==> src/rtl/s4ga_pkg.sv <==
// s4ga_pkg: shared helpers, index special codes and derived widths for the s4ga stream core
package s4ga_pkg;
  localparam int IDX_ZERO = 0;
  localparam int IDX_ONE = 1;
  localparam int IDX_Q = 2;
  localparam int IN_BASE = 3;
  function automatic int clog2(input int v);
    int r;
    r = 0;
    while ((1 << r) < v) r++;
    return r;
  endfunction
  function automatic int segs(input int bits, input int w);
    return (bits + w - 1) / w;
  endfunction
  function automatic int max(input int a, input int b);
    return a > b ? a : b;
  endfunction
  function automatic int idx_w(input int n, input int i);
    return clog2(IN_BASE + i + n);
  endfunction
  function automatic int idx_segs(input int n, input int i, input int si_w);
    return segs(idx_w(n, i), si_w);
  endfunction
  function automatic int mask_segs(input int k, input int si_w);
    return segs(1 << k, si_w);
  endfunction
  function automatic int beats(input int n, input int k, input int i, input int si_w);
    return k * idx_segs(n, i, si_w) + mask_segs(k, si_w);
  endfunction
  function automatic int seg_w(input int n, input int k, input int i, input int si_w);
    return clog2(max(max(idx_segs(n, i, si_w), mask_segs(k, si_w)), 2));
  endfunction
endpackage

==> src/rtl/s4ga_mask_sel.sv <==
// s4ga_mask_sel: picks the addressed LUT bit and half-LUT bit out of one big-endian mask segment
//   mask_seg : current mask segment, seg : its position (0 = MSB segment), ins : LUT address
//   lut_ce/lut : segment carries mask[ins] and its value; half_ce/half : same for mask[{0, ins[K-2:0]}]
module s4ga_mask_sel
  import s4ga_pkg::*;
#(
  parameter int K = 5,
  parameter int SI_W = 4,
  parameter int SEG_W = 2
) (
  input  logic [SI_W-1:0]  mask_seg,
  input  logic [SEG_W-1:0] seg,
  input  logic [K-1:0]     ins,
  output logic             lut_ce,
  output logic             lut,
  output logic             half_ce,
  output logic             half
);
  localparam int MASK_SEGS = mask_segs(K, SI_W);
  localparam int FW = MASK_SEGS * SI_W;
  logic [FW-1:0] full;
  logic [K-1:0] ha;
  // Place the segment at its bit position in a full-width mask so plain indexing selects the bit.
  always_comb begin
    full = FW'(mask_seg) << ((MASK_SEGS - 1 - int'(seg)) * SI_W);
    ha = {1'b0, ins[K-2:0]};
    lut_ce = int'(ins) / SI_W == MASK_SEGS - 1 - int'(seg);
    half_ce = int'(ha) / SI_W == MASK_SEGS - 1 - int'(seg);
    lut = full[ins];
    half = full[ha];
  end
endmodule

==> src/rtl/s4ga_stream.sv <==
// s4ga_stream: streamed K-LUT fabric evaluating one LUT per configuration record, N LUTs per frame
//   si_valid/si/sof : configuration beats, sof marks the first beat of a frame
//   inputs : fabric inputs; outputs : last O LUT results of the latest complete frame
//   frame_done : completion pulse; err : sticky error; debug : decoded inputs and LUT results
module s4ga_stream
  import s4ga_pkg::*;
#(
  parameter int N = 89,
  parameter int K = 5,
  parameter int I = 2,
  parameter int O = 7,
  parameter int SI_W = 4
) (
  input  logic            clk,
  input  logic            rst_n,
  input  logic            si_valid,
  input  logic [SI_W-1:0] si,
  input  logic            sof,
  input  logic [I-1:0]    inputs,
  output logic [O-1:0]    outputs,
  output logic            frame_done,
  output logic            err,
  output logic            debug
);
  localparam int IDX_SEGS = idx_segs(N, I, SI_W);
  localparam int MASK_SEGS = mask_segs(K, SI_W);
  localparam int AW = IDX_SEGS * SI_W;
  localparam int N_W = clog2(N);
  localparam int K_W = clog2(K + 1);
  localparam int SEG_W = seg_w(N, K, I, SI_W);
  logic [N_W-1:0] n, n_e, n_d;
  logic [K_W-1:0] k, k_e, k_d;
  logic [SEG_W-1:0] seg, seg_e, seg_d;
  logic [AW-1:0] acc, acc_d, idx_v;
  logic [K-1:0] ins, ins_d;
  logic [N-1:0] luts, luts_d;
  logic [O-1:0] outs_d;
  logic q, q_d, lut_r, lut_d, half_r, half_d, fd_d, err_d, dbg_d;
  logic mask_ph, last_seg, dv, oor, lut_f, half_f;
  logic lut_ce, lut_c, half_ce, half_c;
  // A sof beat is processed as if the counters were already at the frame start.
  assign n_e = sof ? '0 : n;
  assign k_e = sof ? '0 : k;
  assign seg_e = sof ? '0 : seg;
  s4ga_mask_sel #(.K(K), .SI_W(SI_W), .SEG_W(SEG_W)) u_sel (
    .mask_seg(si),
    .seg(seg_e),
    .ins(ins),
    .lut_ce(lut_ce),
    .lut(lut_c),
    .half_ce(half_ce),
    .half(half_c)
  );
  always_comb begin
    idx_v = (acc << SI_W) | AW'(si);
    mask_ph = k_e == K_W'(K);
    last_seg = mask_ph ? seg_e == SEG_W'(MASK_SEGS - 1) : seg_e == SEG_W'(IDX_SEGS - 1);
    oor = int'(idx_v) >= IN_BASE + I + N;
    dv = 1'b0;
    if (int'(idx_v) == IDX_ONE) dv = 1'b1;
    if (int'(idx_v) == IDX_Q) dv = q;
    for (int j = 0; j < I; j++) if (int'(idx_v) == IN_BASE + j) dv = inputs[j];
    for (int j = 0; j < N; j++) if (int'(idx_v) == IN_BASE + I + j) dv = luts[j];
    lut_f = lut_ce ? lut_c : lut_r;
    half_f = half_ce ? half_c : half_r;
    n_d = n;
    k_d = k;
    seg_d = seg;
    acc_d = acc;
    ins_d = ins;
    q_d = q;
    luts_d = luts;
    lut_d = lut_r;
    half_d = half_r;
    outs_d = outputs;
    fd_d = 1'b0;
    dbg_d = 1'b0;
    err_d = err;
    if (si_valid) begin
      err_d = err | (sof && (n != '0 || k != '0 || seg != '0));
      n_d = n_e;
      k_d = k_e;
      seg_d = last_seg ? '0 : seg_e + SEG_W'(1);
      if (!mask_ph) begin
        acc_d = idx_v;
        if (last_seg) begin
          ins_d = {ins[K-2:0], dv};
          k_d = k_e + K_W'(1);
          dbg_d = dv;
          err_d = err_d | oor;
        end
      end else begin
        lut_d = lut_f;
        half_d = half_f;
        if (last_seg) begin
          luts_d = {luts[N-2:0], lut_f};
          q_d = half_f;
          k_d = '0;
          n_d = n_e == N_W'(N - 1) ? '0 : n_e + N_W'(1);
          dbg_d = lut_f;
          fd_d = n_e == N_W'(N - 1);
          outs_d = fd_d ? luts_d[O-1:0] : outputs;
        end
      end
    end
  end
  always_ff @(posedge clk or negedge rst_n) begin
    if (!rst_n) begin
      n <= '0;
      k <= '0;
      seg <= '0;
      acc <= '0;
      ins <= '0;
      q <= 1'b0;
      luts <= '0;
      lut_r <= 1'b0;
      half_r <= 1'b0;
      outputs <= '0;
      frame_done <= 1'b0;
      err <= 1'b0;
      debug <= 1'b0;
    end else begin
      n <= n_d;
      k <= k_d;
      seg <= seg_d;
      acc <= acc_d;
      ins <= ins_d;
      q <= q_d;
      luts <= luts_d;
      lut_r <= lut_d;
      half_r <= half_d;
      outputs <= outs_d;
      frame_done <= fd_d;
      err <= err_d;
      debug <= dbg_d;
    end
  end
endmodule
==> config.mk <==
export PLATFORM = sky130hd
export DESIGN_NAME = s4ga_stream
export DESIGN_NICKNAME = d
export VERILOG_FILES = /design/src/rtl/s4ga_pkg.sv /design/src/rtl/s4ga_mask_sel.sv /design/src/rtl/s4ga_stream.sv
export SDC_FILE = /design/constraint.sdc
export NUM_CORES = 1
export LEC_CHECK = 0
export ABC_AREA = 0
export CORE_UTILIZATION = 35
export CTS_BUF_LIST = sky130_fd_sc_hd__clkbuf_8
export CTS_CLUSTER_SIZE = 10
export DETAILED_ROUTE_END_ITERATION = 7
export GPL_ROUTABILITY_DRIVEN = 0
export PLACE_DENSITY = 0.48
export SKIP_LAST_GASP = 1
export SLEW_MARGIN = 20
export SYNTH_ARGS = -nofsm -noshare
export SYNTH_HDL_FRONTEND = slang
export SYNTH_HIERARCHICAL = 1
export SYNTH_SLANG_ARGS = --single-unit
==> constraint.sdc <==
create_clock -name clk -period 4.85 [get_ports clk]
set_input_delay 0.97 -clock clk [delete_from_list [all_inputs] [get_ports clk]]
set_output_delay 0.97 -clock clk [all_outputs]
set_load 0.01 [all_outputs]
* After elaboration in Yosys (flattened, before gate mapping)
Index checks and enable logic that the tools add are counted.
** Word-level totals
- Register bits :: 124
- Input port bits :: 10
- Output and inout port bits :: 10
- Word-level logic and storage cells :: 254
** Operators by class
- $add $sub $neg :: 4
- Order comparisons :: 3
- Eq/ne operators :: 99
- Shifts and indexed selects :: 1
- Mux-type cells :: 119
- Bitwise logic cells :: 4
- Reduce and logical (&&, ||, !) cells :: 11
** Operator list (count)
- == test 8 x 7 -> 1 bit (second input constant) :: 32
- == test 8 bit (second input constant) :: 30
- == test 8 x 6 -> 1 bit (second input constant) :: 16
- 2-to-1 mux 1 bit :: 107
- == test 8 x 5 -> 1 bit (second input constant) :: 8
- == test 3 x 32 -> 1 bit :: 1
- == test 4 x 32 -> 1 bit :: 1
- == test 8 x 4 -> 1 bit (second input constant) :: 4
- left shift 4 x 32 -> 32 bit :: 1
- 2-to-1 mux 7 bit :: 4
- 2-to-1 mux 3 bit :: 6
- == test 8 x 3 -> 1 bit (second input constant) :: 2
- == test 8 x 2 -> 1 bit (second input constant) :: 1
- >= comparator 8 x 7 -> 1 bit (second input constant) :: 1
- bitwise OR 8 x 4 -> 8 bit :: 1
- adder 7 x 1 -> 7 bit (second input constant) :: 1
- == test 7 bit (second input constant) :: 1
- nonzero test 7 bit :: 1
- adder 3 x 1 -> 3 bit (second input constant) :: 2
- == test 3 bit (second input constant) :: 2
- < comparator 4 x 6 -> 1 bit (second input constant) :: 1
- < comparator 5 x 6 -> 1 bit (second input constant) :: 1
- AND reduction 3 bit :: 2
- nonzero test 3 bit :: 2
- other kinds (10) :: 13

* Longest topological paths before layout
- Depth after elaboration :: 98
- Depth in mapped cells :: 15
- Depth with buffers taken out :: 10

* Modules after synthesis
Netlist, hierarchy kept.
** By module, submodules not included
- s4ga_stream :: times used 1, cells each 603, area each 6511.2 um^2, sequential area each 3103.0 um^2
- s4ga_mask_sel :: times used 1, cells each 8, area each 78.8 um^2, sequential area each 0.0 um^2

* Worst setup path after synthesis
Ideal clock, no wire load.
- Path kind :: input-to-reg
- Start :: in sof
- End :: reg k[0]
- Library setup time :: 77 ps
- Arrival :: 3191 ps
- Data required time :: 4773 ps
- Setup slack :: 1582 ps
- Stages :: 15
- Path buffers :: 5
- Cells stage by stage :: buf_2 > clkbuf_1 > nor2b_1 > ha_1 > and3b_1 > buf_2 > and4_1 > buf_4 > or2_1 > buf_4 > inv_1 > ha_1 > nor2_1 > a21oi_1 > a21oi_1
** Between the ends
- Longest elaborated chain between the ends :: 5
- Elaborated cells between the ends (all ways) :: 10
** RTL lines
- from (decl) :: line s4ga_stream.sv:18 : input logic sof,
- branches (longest 4 deep; another with adder 3 x 1 -> 3 bit)
- 2-to-1 mux 3 bit * :: line s4ga_stream.sv:84 : if (!mask_ph) begin
- to (signal assigned) :: line s4ga_stream.sv:124 : k <= k_d;
- to (decl) :: line s4ga_stream.sv:32 : logic [K_W-1:0] k, k_e, k_d;
Mark *: on every way between the ends.
A chain may end at the register's enable or synchronous reset.

* Worst setup path in the final report
- Start :: in sof
- End :: reg luts[62]
** Between the ends
- Longest elaborated chain between the ends :: 4
- Elaborated cells between the ends (all ways) :: 7
** RTL lines
- 2-to-1 mux 3 bit (on tied branches) :: line s4ga_stream.sv:44, s4ga_stream.sv:43
- == test 3 x 1 -> 1 bit (tied with other cells) :: line s4ga_stream.sv:57 : last_seg = mask_ph ? seg_e == SEG_W'(MASK_SEGS - 1) : seg_e == SEG_W'(IDX_SEGS - 1);
- 2-to-1 mux 1 bit :: line s4ga_stream.sv:57
- AND reduction 3 bit (no line) *
- to (signal assigned) :: line s4ga_stream.sv:129 : luts <= luts_d;
- to (decl) :: line s4ga_stream.sv:36 : logic [N-1:0] luts, luts_d;
Mark *: on every way between the ends. The rest lies on a longest branch, timed or not.

==> reports/results.ini <==
[status]
status=finished, violations left
violations=DRC

[power_and_ir_drop]
power_density_nw_per_um2=300.8
p_leak_nw=3.472
peakVddDrop_mv=0.1585

[placement]
dp_hpwl_um=10860
port_buffers=19

[critical_path]
worst-setup-path-type=in -> reg
critical_path.max_fanout=59
startpoint_type=primary input
crit_chain=clkdlybuf4s50_1 > nor2b_1 > ha_1 > and3b_1 > and4_1 > nand2_4 > buf_12 > mux2_2
endpoint_kind=flop
cp.arrival_ns=3.86
slowest_stage=clkdlybuf4s50_1
cp.required_ns=5.17
slowest_delay_ns=0.55

[timing]
finalHoldViolations=0
timing.hold.ws_ns=0.4177
rsz0062_at_grt=no
period_minus_slack_ns=3.538
slew_headroom=0.4289
slew_viol_final=0
finClkSkew_ns=0.006366
setup_tns_ns=0
worst_pin_slew_ns=0.8567
setup_viol=0
period_share=0.7296
max_freq_mhz=282.6

[detailed_routing]
vias=4831
via_per_inst=5.579
drt-initial-drc-count=305
routed_wirelength_um=15910
first_pass_iters=7
antenna_left=0
drt-wirelength-per-cell_um=18.37
drc=4

[grt]
met2_usage=0.2722
track_usage=0.1739
busiest_layer=met2
grtUsageMet3=0.03751
grt_pass1_vias=4843
grt_pass1_wl_um=26420
grt_max_degree=77
gr-usage-met1=0.2371
grt_overflow_total=0
antenna_found_initial=0

[synth]
syn_area_um2=6590
ys_seq_area_frac=0.4709
synthFlopType=dfrtp_1
synth-edff-count=0
synthArstFlopShare=1.000
synth_top_area_cell=dfrtp_1
synth_top_area_share=0.4709
postSynthAreaPerCell_um2=10.79
syn_nets=627
synth_top_cells_by_area=dfrtp_1 (47%), mux2_2 (16%), nand2_1 (3.1%)
yosysUniqueCellTypes=72
syn_inst=611
ys_seq_elements=124
yosys_warnings=6

[layout]
diodes=0
drive_gt1_frac=0.2402
area_growth_pct=12.53
fin_nets=641
final_common_cell=dfrtp_1
layout_common_cells=dfrtp_1 (124), mux2_2 (95), nand2_1 (53)

[floorplan]
core.rowCount=49
dieArea_um2=19380
start_util=0.3619
die_w_um=139.2
die_y_um=139.2
coreArea_um2=18210
io-pin-count=20

[worst_hold_path]
hp-class=in -> async

[cts]
cts.clk_slew.worst_paths_ns=0.07
cts_buffers=17
root_buffer=clkbuf_8
cts_resized=0
post_cts_buffers=0
clockBufferDepth=2
tritoncts=done
insertion_delay_ns=0.44
cts_hold_buffers=0
htreeDepth=4
cts.sinks=124

[flow_run]
cap_violations=0

==> report_power, final <==
group	switching, mW	internal [mW]
Combinational	0.128	0.0837
Sequential	0.0275	1.06
Clock	0.403	0.530
Total	0.559	1.67
==> area by class of cell <==
| cell class | instances | area [um^2] |
|---|---|---|
| sequential | 124 | 3103 |
| multi-input combinational | 426 | 3209 |
| tap | 229 | 286.5 |
| inverter | 21 | 78.83 |
| clock buffer | 23 | 316.6 |
| timing repair buffer | 35 | 330.3 |
| fill | 1763 | 10790 |
| clock inverter | 8 | 91.34 |
==> critical path: cells and delay by family <==
kind                     cells  cell delay, ns
adder cells (fa/ha/maj)      1            0.20
buffers and inverters        2            0.91
multiplexers                 1            0.31
AND/OR/NAND/NOR              4            1.43
==> sequential cells by signal (all words and copies together), names as in the netlist <==
signal and flops:
ins 5, half_r 1, outputs 7, luts 89, q 1, frame_done 1
lut_r 1, err 1, n 7, seg 3, k 3, acc 4
debug 1
==> metal layers <==
metal,vias to the layer above,wire length (um)
li1,2278,-
met1,2431,7598
met2,100,7417
met3,22,648
met4,0,243
met5,-,0
==> logic make-up (layout without fill, tap and decap cells) <==
kind of cell	after synthesis	in the layout	synth area share
and+or+nand+nor	163	163	0.1352
AOI/OAI and AO/OA	146	146	0.1515
DFF	124	124	0.4709
muxes	107	107	0.1825
buffers and inverters	61	87	0.04329
adders and majority gates	6	6	0.01139
xor gates and xnor gates	4	4	0.005317
==> synth_stat cells, types with 5 or more instances <==
cell type	count
a211oi_1	7
a21o_1	10
a21oi_1	25
a221o_1	5
a31oi_1	9
and3_1	6
and3b_1	7
buf_2	27
clkbuf_1	7
dfrtp_1	124
ha_1	6
inv_1	21
mux2_2	95
mux2i_1	11
nand2_1	54
nand2b_1	10
nand3_1	9
nor2_1	21
nor2b_1	15
nor3_1	6
nor3b_1	5
o21ai_0	35
o31ai_1	5
==> metrics by stage <==
| step | setup slack [ns] | std cells | cell area [um^2] | util | total power [mW] |
|---|---|---|---|---|---|
| 6_report | 1.312 | 866 | 7416 | 0.4073 | 2.231 |
| 5_1_grt | 1.113 | 866 | 7416 | 0.4073 | 2.328 |
| 4_1_cts | 1.317 | 865 | 7388 | 0.4058 | 2.259 |
| 3_5_place_dp | 0.8371 | 834 | 6980 | 0.3834 | 1.315 |
| 3_3_place_gp | 0.9116 | 834 | 6980 | 0.3834 | 1.315 |
| 2_1_floorplan | 1.582 | 611 | 6590 | - | 1.238 |
==> worst paths after layout <==
check | start | slack, ns | cells past startpoint | endpoint
setup / recovery | sof | 1.31 | 8 | luts[62]$_DFFE_PN0P_
hold / removal | rst_n | 0.42 | 1 | luts[74]$_DFFE_PN0P_
setup reg to reg | k[0]$_DFFE_PN0P_ | 2.05 | 7 | luts[62]$_DFFE_PN0P_
hold reg to reg | err$_DFFE_PN0P_ | 0.46 | 1 | err$_DFFE_PN0P_
max in group asynchronous | rst_n | 3.46 | 3 | luts[12]$_DFFE_PN0P_
min in group clk | err$_DFFE_PN0P_ | 0.46 | 1 | err$_DFFE_PN0P_
(Power assumes the default switching activity.)
